**src/rtl/boot_sync_debounce.sv**
```systemverilog
// rtl/boot_sync_debounce.sv - debounce filter, edge strobes and saturating rise counter for a synchronized boot-domain input
module boot_sync_debounce #(
    parameter int DEBOUNCE_CYCLES = 4,
    parameter int CNT_WIDTH       = 8
) (
    input  logic                 clk,
    input  logic                 rst_n,
    input  logic                 sync_in,
    input  logic                 clear,
    output logic                 level_o,
    output logic                 rise_o,
    output logic                 fall_o,
    output logic [CNT_WIDTH-1:0] event_count,
    output logic                 busy_o
);

    localparam int QW = $clog2(DEBOUNCE_CYCLES + 1);
    localparam logic [QW-1:0] QLAST = QW'(DEBOUNCE_CYCLES - 1);
    localparam logic [QW-1:0] QONE  = QW'(1);

    typedef enum logic [1:0] {
        STABLE_LOW  = 2'd0,
        QUAL_HIGH   = 2'd1,
        STABLE_HIGH = 2'd2,
        QUAL_LOW    = 2'd3
    } state_t;

    state_t               state_q, state_d;
    logic [QW-1:0]        qcnt_q, qcnt_d;
    logic                 level_q, level_d;
    logic                 rise_q, rise_d;
    logic                 fall_q, fall_d;
    logic                 busy_q, busy_d;
    logic [CNT_WIDTH-1:0] count_q, count_d;

    // Next-state logic: qualify a new value for DEBOUNCE_CYCLES consecutive samples,
    // abandon the qualification on any sample back at the old value.
    always_comb begin
        state_d = state_q;
        qcnt_d  = qcnt_q;
        rise_d  = 1'b0;
        fall_d  = 1'b0;
        case (state_q)
            STABLE_LOW: begin
                if (sync_in) begin
                    if (DEBOUNCE_CYCLES == 1) begin
                        state_d = STABLE_HIGH;
                        qcnt_d  = '0;
                        rise_d  = 1'b1;
                    end else begin
                        state_d = QUAL_HIGH;
                        qcnt_d  = QONE;
                    end
                end
            end
            QUAL_HIGH: begin
                if (!sync_in) begin
                    state_d = STABLE_LOW;
                    qcnt_d  = '0;
                end else if (qcnt_q == QLAST) begin
                    state_d = STABLE_HIGH;
                    qcnt_d  = '0;
                    rise_d  = 1'b1;
                end else begin
                    qcnt_d = qcnt_q + QONE;
                end
            end
            STABLE_HIGH: begin
                if (!sync_in) begin
                    if (DEBOUNCE_CYCLES == 1) begin
                        state_d = STABLE_LOW;
                        qcnt_d  = '0;
                        fall_d  = 1'b1;
                    end else begin
                        state_d = QUAL_LOW;
                        qcnt_d  = QONE;
                    end
                end
            end
            QUAL_LOW: begin
                if (sync_in) begin
                    state_d = STABLE_HIGH;
                    qcnt_d  = '0;
                end else if (qcnt_q == QLAST) begin
                    state_d = STABLE_LOW;
                    qcnt_d  = '0;
                    fall_d  = 1'b1;
                end else begin
                    qcnt_d = qcnt_q + QONE;
                end
            end
            default: begin
                state_d = STABLE_LOW;
                qcnt_d  = '0;
            end
        endcase
    end

    // Output decode from the next state so every output is a plain register.
    always_comb begin
        level_d = (state_d == STABLE_HIGH) || (state_d == QUAL_LOW);
        busy_d  = (state_d == QUAL_HIGH) || (state_d == QUAL_LOW);
        count_d = count_q;
        if (clear && rise_d) begin
            count_d = CNT_WIDTH'(1);
        end else if (clear) begin
            count_d = '0;
        end else if (rise_d && (count_q != {CNT_WIDTH{1'b1}})) begin
            count_d = count_q + CNT_WIDTH'(1);
        end
    end

    // State, qualification counter and registered outputs; reset aborts any qualification.
    always_ff @(posedge clk) begin
        if (!rst_n) begin
            state_q <= STABLE_LOW;
            qcnt_q  <= '0;
            level_q <= 1'b0;
            rise_q  <= 1'b0;
            fall_q  <= 1'b0;
            busy_q  <= 1'b0;
            count_q <= '0;
        end else begin
            state_q <= state_d;
            qcnt_q  <= qcnt_d;
            level_q <= level_d;
            rise_q  <= rise_d;
            fall_q  <= fall_d;
            busy_q  <= busy_d;
            count_q <= count_d;
        end
    end

    assign level_o     = level_q;
    assign rise_o      = rise_q;
    assign fall_o      = fall_q;
    assign busy_o      = busy_q;
    assign event_count = count_q;

endmodule

```
**config.mk**
```make
export PLATFORM = sky130hd
export DESIGN_NAME = boot_sync_debounce
export DESIGN_NICKNAME = d
export VERILOG_FILES = /design/src/rtl/boot_sync_debounce.sv
export SDC_FILE = /design/constraint.sdc
export NUM_CORES = 1
export LEC_CHECK = 0
export ABC_AREA = 1
export CORE_UTILIZATION = 49
export CTS_CLUSTER_SIZE = 30
export DETAILED_ROUTE_END_ITERATION = 12
export GPL_TIMING_DRIVEN = 1
export PLACE_DENSITY = 0.8
export SKIP_LAST_GASP = 1
export SYNTH_ARGS = -nofsm -noshare
export SYNTH_HDL_FRONTEND = slang
export SYNTH_SLANG_ARGS = --single-unit
```
**constraint.sdc**
```tcl
create_clock -name clk -period 1.6 [get_ports clk]
set_clock_uncertainty 0.1 [all_clocks]
set_input_delay 0.4 -clock clk [delete_from_list [all_inputs] [get_ports clk]]
set_output_delay 0.4 -clock clk [all_outputs]
set_load 0.02 [all_outputs]
```
==> results of run 1 <==
kinds of logic (layout without fill, tap and decap cells):
logic type	count (synthesis)	count (layout)
adders and majority gates	2	2
and+or+nand+nor	59	59
AOI/OAI and AO/OA	11	11
buffers and inverters	17	48
DFF	16	16
xor gates and xnor gates	3	3
report_power, final:
part           internal, mW  total [mW]  switching [mW]
Clock                 0.138       0.258           0.119
Sequential            0.404       0.410         0.00583
Combinational        0.0251      0.0524          0.0273
routing by layer:
| layer | track usage | up-vias | share of wire |
|---|---|---|---|
| li1 | - | 399 | - |
| met1 | 0.197 | 331 | 0.41 |
| met2 | 0.329 | 13 | 0.55 |
| met3 | 0.0259 | 2 | 0.029 |
| met4 | 0.0750 | 0 | 0.012 |
| met5 | 0 | - | 0 |
placed cells by master (no fill, tap or decap), drive strengths merged:
cell type | netlist | routed
clkbuf | 0 | 4
dlygate4sd2 | 0 | 12
xor2 | 3 | 3
a21oi | 5 | 5
nand4 | 3 | 3
inv | 17 | 17
a211oi | 2 | 2
ha | 2 | 2
nand3 | 6 | 6
clkdlybuf4s50 | 0 | 3
nand2 | 32 | 32
o22ai | 1 | 1
buf | 0 | 12
nor2 | 18 | 18
o21ai | 3 | 3
dfxtp | 16 | 16
repair_timing:
item,in CTS,in global routing
buffers inserted,0,0
gates resized for setup,12,0
hold buffers,0,0
setup endpoints to repair,12,0
final cells by class:
type	instances	area, sq um	share of cell area
Inverter	17	66.3	0.0611
Tap cell	16	20.0	0.0185
Timing Repair Buffer	27	225	0.208
Multi-Input combinational cell	75	417	0.384
Sequential cell	16	320	0.295
Clock buffer	4	36.3	0.0334
final timing paths:
check,from,endpoint,cells after the start
hold reg to reg,qcnt_q[1]$_SDFFE_PN0P_,qcnt_q[1]$_SDFFE_PN0P_,2
setup / recovery,event_count[0]$_SDFFE_PN0P_,event_count[0],1
setup reg to reg,event_count[0]$_SDFFE_PN0P_,event_count[4]$_SDFFE_PP0P_,8
hold / removal,qcnt_q[1]$_SDFFE_PN0P_,qcnt_q[1]$_SDFFE_PN0P_,2
registers in the layout, summed over array words and instances (netlist names):
signal and flops:
event_count 8, qcnt_q 3, state_q 2, busy_o 1, fall_o 1, rise_o 1
==> impl_metrics.csv, run 1 <==
group,metric,value,unit
clocking,cts_sinks,16,
synthesis,synth_fa_ha_area_frac,0.0312,
critical_path,worstPathMaxFanout,5,
synthesis,synth_top_area_share,0.399,
synthesis,synthXorXnorAreaFrac,0.0327,
synthesis,syn-num-nets,114,
final_layout,drive_gt1_frac,0.187,
routing,drc,0,
routing,final_antenna_net_count,0,
critical_path,worst_ep_required_time,1.10,ns
final_layout,design_area,0.00108,sq mm
placement,dp.cells,151,
die,core,0.00152,sq mm
timing,period_share,0.963,
timing,relSlewSlack,0.856,
synthesis,yosysMostFrequentCell,"nand2_1",
synthesis,muxShareOfSynthArea,0,
timing,max_freq,0.649,GHz
timing,period_needed,1.54,ns
timing,fin_setup_tns,0,ns
synthesis,syn_area_per_cell,7.44,sq um
critical_path,path_cells,"dlygate4sd2_1",
critical_path,worst-path-buf-inv,1,
clocking,cts_buffers,3,
power,p_per_area,664,mW/mm^2
timing,rsz0062_at_grt,"no",
routing,routedWlPerCell,9.07,um
clocking,cts_buffer_depth,2,
routing,wirelength,1.41,mm
final_layout,area_delta_synth_final,35.0,%
placement,place_area,0.00106,sq mm
critical_path,slowest_stage,"dfxtp_1",
synthesis,synth.largest_area_cell,"dfxtp_1",
synthesis,synth.distinct_cells,21,
final_layout,final_nets,146,
timing,fin_ws,0.0588,ns
die,die_y,42.5,um
final_layout,n_antenna_cell,0,
die,rows,14,
placement,pre_cts_ws,-0.0941,ns
die,fp.dieW,42.5,um
global_route,antenna_found_initial,0,
timing,setup_viol,0,
synthesis,ys_top_cells_by_count,"29 x nand2_1, 16 x dfxtp_1, 15 x inv_1",
worst_hold_path,hold_class,"reg2reg",
routing,vias,745,
global_route,grt_pass1_wl,2.50,mm
clocking,clkSlewWorstSetupHoldPaths,0.09,ns
power,vdd_drop_max,0.547,mV
final_layout,postLayoutCoreUtil,0.712,
power,fin_total_pwr,0.720,mW
global_route,grt.overflow.total,0,
synthesis,synth_simple_gate_area_frac,0.379,
synthesis,synth.area.top_cells,"dfxtp_1 40%, nand2_1 14%, inv_1 7.0%",
final_layout,fin_cells,155,
critical_path,start_kind,"register",
die,start_util,0.527,
clocking,cts_tree,"built",
routing,firstDrtPassIters,4,
critical_path,reg2reg_slack,0.15,ns
timing,max_slew.worst_pin.slew,0.215,ns
clocking,root_buffer,"clkbuf_4",
timing,timing.hold.ws,0.387,ns
job,drv_cap,0,
critical_path,worst_ep_arrival_time,1.04,ns
placement,place_congestion,0.745,
global_route,grt_usage,0.177,
critical_path,max_stage_delay,0.40,ns
placement,port_buffers,15,
final_layout,fillerInstances,132,
synthesis,ys_seq_elements,16,
global_route,grt_pass1_vias,645,
die,dieArea,0.00181,sq mm
synthesis,synth.cell_area,803,sq um
global_route,grt_max_degree,10,
synthesis,synth_edf_count,0,
die,ios,16,
synthesis,synth_ff_type,"dfxtp_1",
placement,dp_hpwl,1.20,mm
synthesis,synthCells,108,
synthesis,synth_warnings,0,
critical_path,crit_type,"reg2out",
synthesis,yosysSeqAreaShare,0.399,
routing,drtIter0Drc,7,
timing,finalHoldViolCount,0,
synthesis,synth_top_family_by_area,"simple AND/OR/NAND/NOR gates",
critical_path,crit_family,"flip-flops",
critical_path,endpoint_kind,"primary output",
power,leakage,0.542,nW
synthesis,synth_compound_area_frac,0.0763,
clocking,clock_latency,0.28,ns
synthesis,async_reset_ff_frac,0,
timing,drv_slew,0,
routing,vias_per_cell,4.81,
clocking,h-tree-depth,1,
outcome,status,"finished clean",
No activity file was read; power rests on OpenSTA's default activity.
==> run 2: changes to the inputs <==
==> constraint.sdc (replaced) <==
create_clock -name clk -period 1.44 [get_ports clk]
set_clock_uncertainty 0.1 [all_clocks]
set_input_delay 0.36 -clock clk [delete_from_list [all_inputs] [get_ports clk]]
set_output_delay 0.36 -clock clk [all_outputs]
set_load 0.02 [all_outputs]
==> run 2 against run 1 <==
- power rose by 14%
- count of clock-buffer cells in the layout did not move
- sequential share of layout area fell by 0.62 points
- worst hold slack worse by 0.0027 ns
- global-route usage grew 1.8 points
- non-clock buffer count is 3 higher
- flip-flop and latch count did not move
- cell count increased by 1.9%
==> impl_metrics.csv, run 2 (synthesis results as in run 1) <==
group,metric,value,unit
final_layout,drive_gt1_frac,0.296,
timing,timing.hold.ws,0.384,ns
critical_path,start_kind,"register",
routing,routedWlPerCell,10.3,um
global_route,grt_max_degree,10,
clocking,root_buffer,"clkbuf_4",
timing,period_share,0.986,
die,dieArea,0.00181,sq mm
clocking,h-tree-depth,1,
global_route,antenna_found_initial,0,
critical_path,worst_ep_required_time,0.98,ns
routing,wirelength,1.62,mm
critical_path,r2r_cells,8,
global_route,use_met3,0.0259,
placement,place_congestion,0.777,
critical_path,worst_ep_arrival_time,0.96,ns
die,die_y,42.5,um
worst_hold_path,min_path_cells,1,
critical_path,path_cells,"clkdlybuf4s15_1",
worst_hold_path,hold_class,"reg2reg",
routing,drc,0,
clocking,cts_tree,"built",
power,vdd_drop_max,0.691,mV
timing,drv_slew,0,
global_route,use_met2,0.345,
routing,drtIter0Drc,9,
clocking,clock_latency,0.29,ns
timing,finalHoldViolCount,0,
routing,firstDrtPassIters,2,
timing,rsz0062_at_grt,"yes",
final_layout,final_nets,149,
critical_path,endpoint_kind,"primary output",
die,fp.dieW,42.5,um
timing,fin_setup_tns,0,ns
critical_path,worst-path-buf-inv,1,
final_layout,n_antenna_cell,0,
clocking,cts_buffers,3,
global_route,grt.overflow.total,0,
timing,period_needed,1.42,ns
final_layout,area_delta_synth_final,40.7,%
final_layout,postLayoutCoreUtil,0.741,
routing,vias,776,
routing,final_antenna_net_count,0,
timing,setup_viol,0,
final_layout,layout_common_cells,"28 x nand2_1, 15 x buf_4, 14 x inv_1, 14 x nor2_1, 13 x dfxtp_1",
final_layout,layout.cells.most_common,"nand2_1",
critical_path,slowest_stage,"dfxtp_2",
timing,relSlewSlack,0.852,
outcome,status,"finished clean",
global_route,grt_pass1_vias,684,
power,leakage,0.527,nW
critical_path,max_stage_delay,0.37,ns
placement,dp_hpwl,1.22,mm
critical_path,crit_type,"reg2out",
global_route,grtUsageMet1,0.223,
timing,max_slew.worst_pin.slew,0.221,ns
global_route,grt_busiest_layer,"met2",
clocking,cts_buffer_depth,2,
clocking,cts_sinks,16,
clocking,clkSlewWorstSetupHoldPaths,0.10,ns
die,ios,16,
timing,max_freq,0.704,GHz
global_route,grt_pass1_wl,2.68,mm
placement,port_buffers,15,
job,drv_cap,0,
die,start_util,0.527,
die,rows,14,
critical_path,worstPathMaxFanout,4,
critical_path,cp_num_cells,1,
clocking,cts_hold_buf,0,
power,p_per_area,726,mW/mm^2
global_route,grt_usage,0.196,
routing,vias_per_cell,4.91,
die,core,0.00152,sq mm
critical_path,crit_family,"flip-flops",
final_layout,largest_register_ffs,8,
==> run 2: cell types whose count changed in the layout (fill, tap and decap cells not counted), moves of 2 or more <==
cell and delta:
buf_4 +3, clkdlybuf4s15_1 +4, dfxtp_1 -3, ha_1 -2
dlygate4sd2_1 -8, clkbuf_2 +4, dfxtp_2 +2
==> run 2: cell type report <==
cell class,instances,area [sq um]
Inverter,17,66.3
Timing Repair Buffer,30,238
Clock buffer,4,36.3
Multi-Input combinational cell,75,443
Tap cell,16,20.0
Sequential cell,16,327
Fill cell,117,394
==> run 2: per-stage QoR <==
stage / instances / cell area (sq um) / setup slack, ns / total power [mW]
6_report: 158 / 1130 / 0.0205 / 0.820
5_1_grt: 158 / 1130 / -0.0296 / 0.851
4_1_cts: 156 / 1100 / -0.0241 / 0.817
3_5_place_dp: 152 / 1070 / -0.250 / 0.528
3_3_place_gp: 152 / 1070 / -0.186 / 0.525
2_1_floorplan: 108 / 806 / 0.0597 / 0.495
==> run 2: repair_timing <==
action | 4_1_cts | 5_1_grt
buffers inserted | 0 | 2
pin swaps | 0 | 2
setup endpoints to repair | 12 | 17
endpoints found under the hold margin | 0 | 0
resized for setup | 14 | 19
==> run 2: path summary, 6_finish.rpt <==
kind	endpoint	slack, ns	start
worst max-delay path	event_count[1]	0.02	event_count[1]$_SDFFE_PP0P_
worst min-delay path	qcnt_q[0]$_SDFFE_PN0P_	0.38	qcnt_q[0]$_SDFFE_PN0P_
worst max register to register	event_count[4]$_SDFFE_PP0P_	0.07	event_count[1]$_SDFFE_PP0P_
worst min register to register	qcnt_q[0]$_SDFFE_PN0P_	0.38	qcnt_q[0]$_SDFFE_PN0P_
==> run 2: power by group <==
group | internal [mW] | total (mW) | switching [mW] | leakage [nW]
combinational | 0.0314 | 0.0654 | 0.0340 | 0.375
sequential | 0.449 | 0.457 | 0.00783 | 0.131
clock | 0.154 | 0.298 | 0.144 | 0.0210
total | 0.634 | 0.820 | 0.186 | 0.527
==> run 2: metal layers <==
layer / part of all wire / routed length [um]
met1: 0.40 / 645
met2: 0.56 / 915
met3: 0.025 / 40
met4: 0.014 / 22
met5: 0 / 0
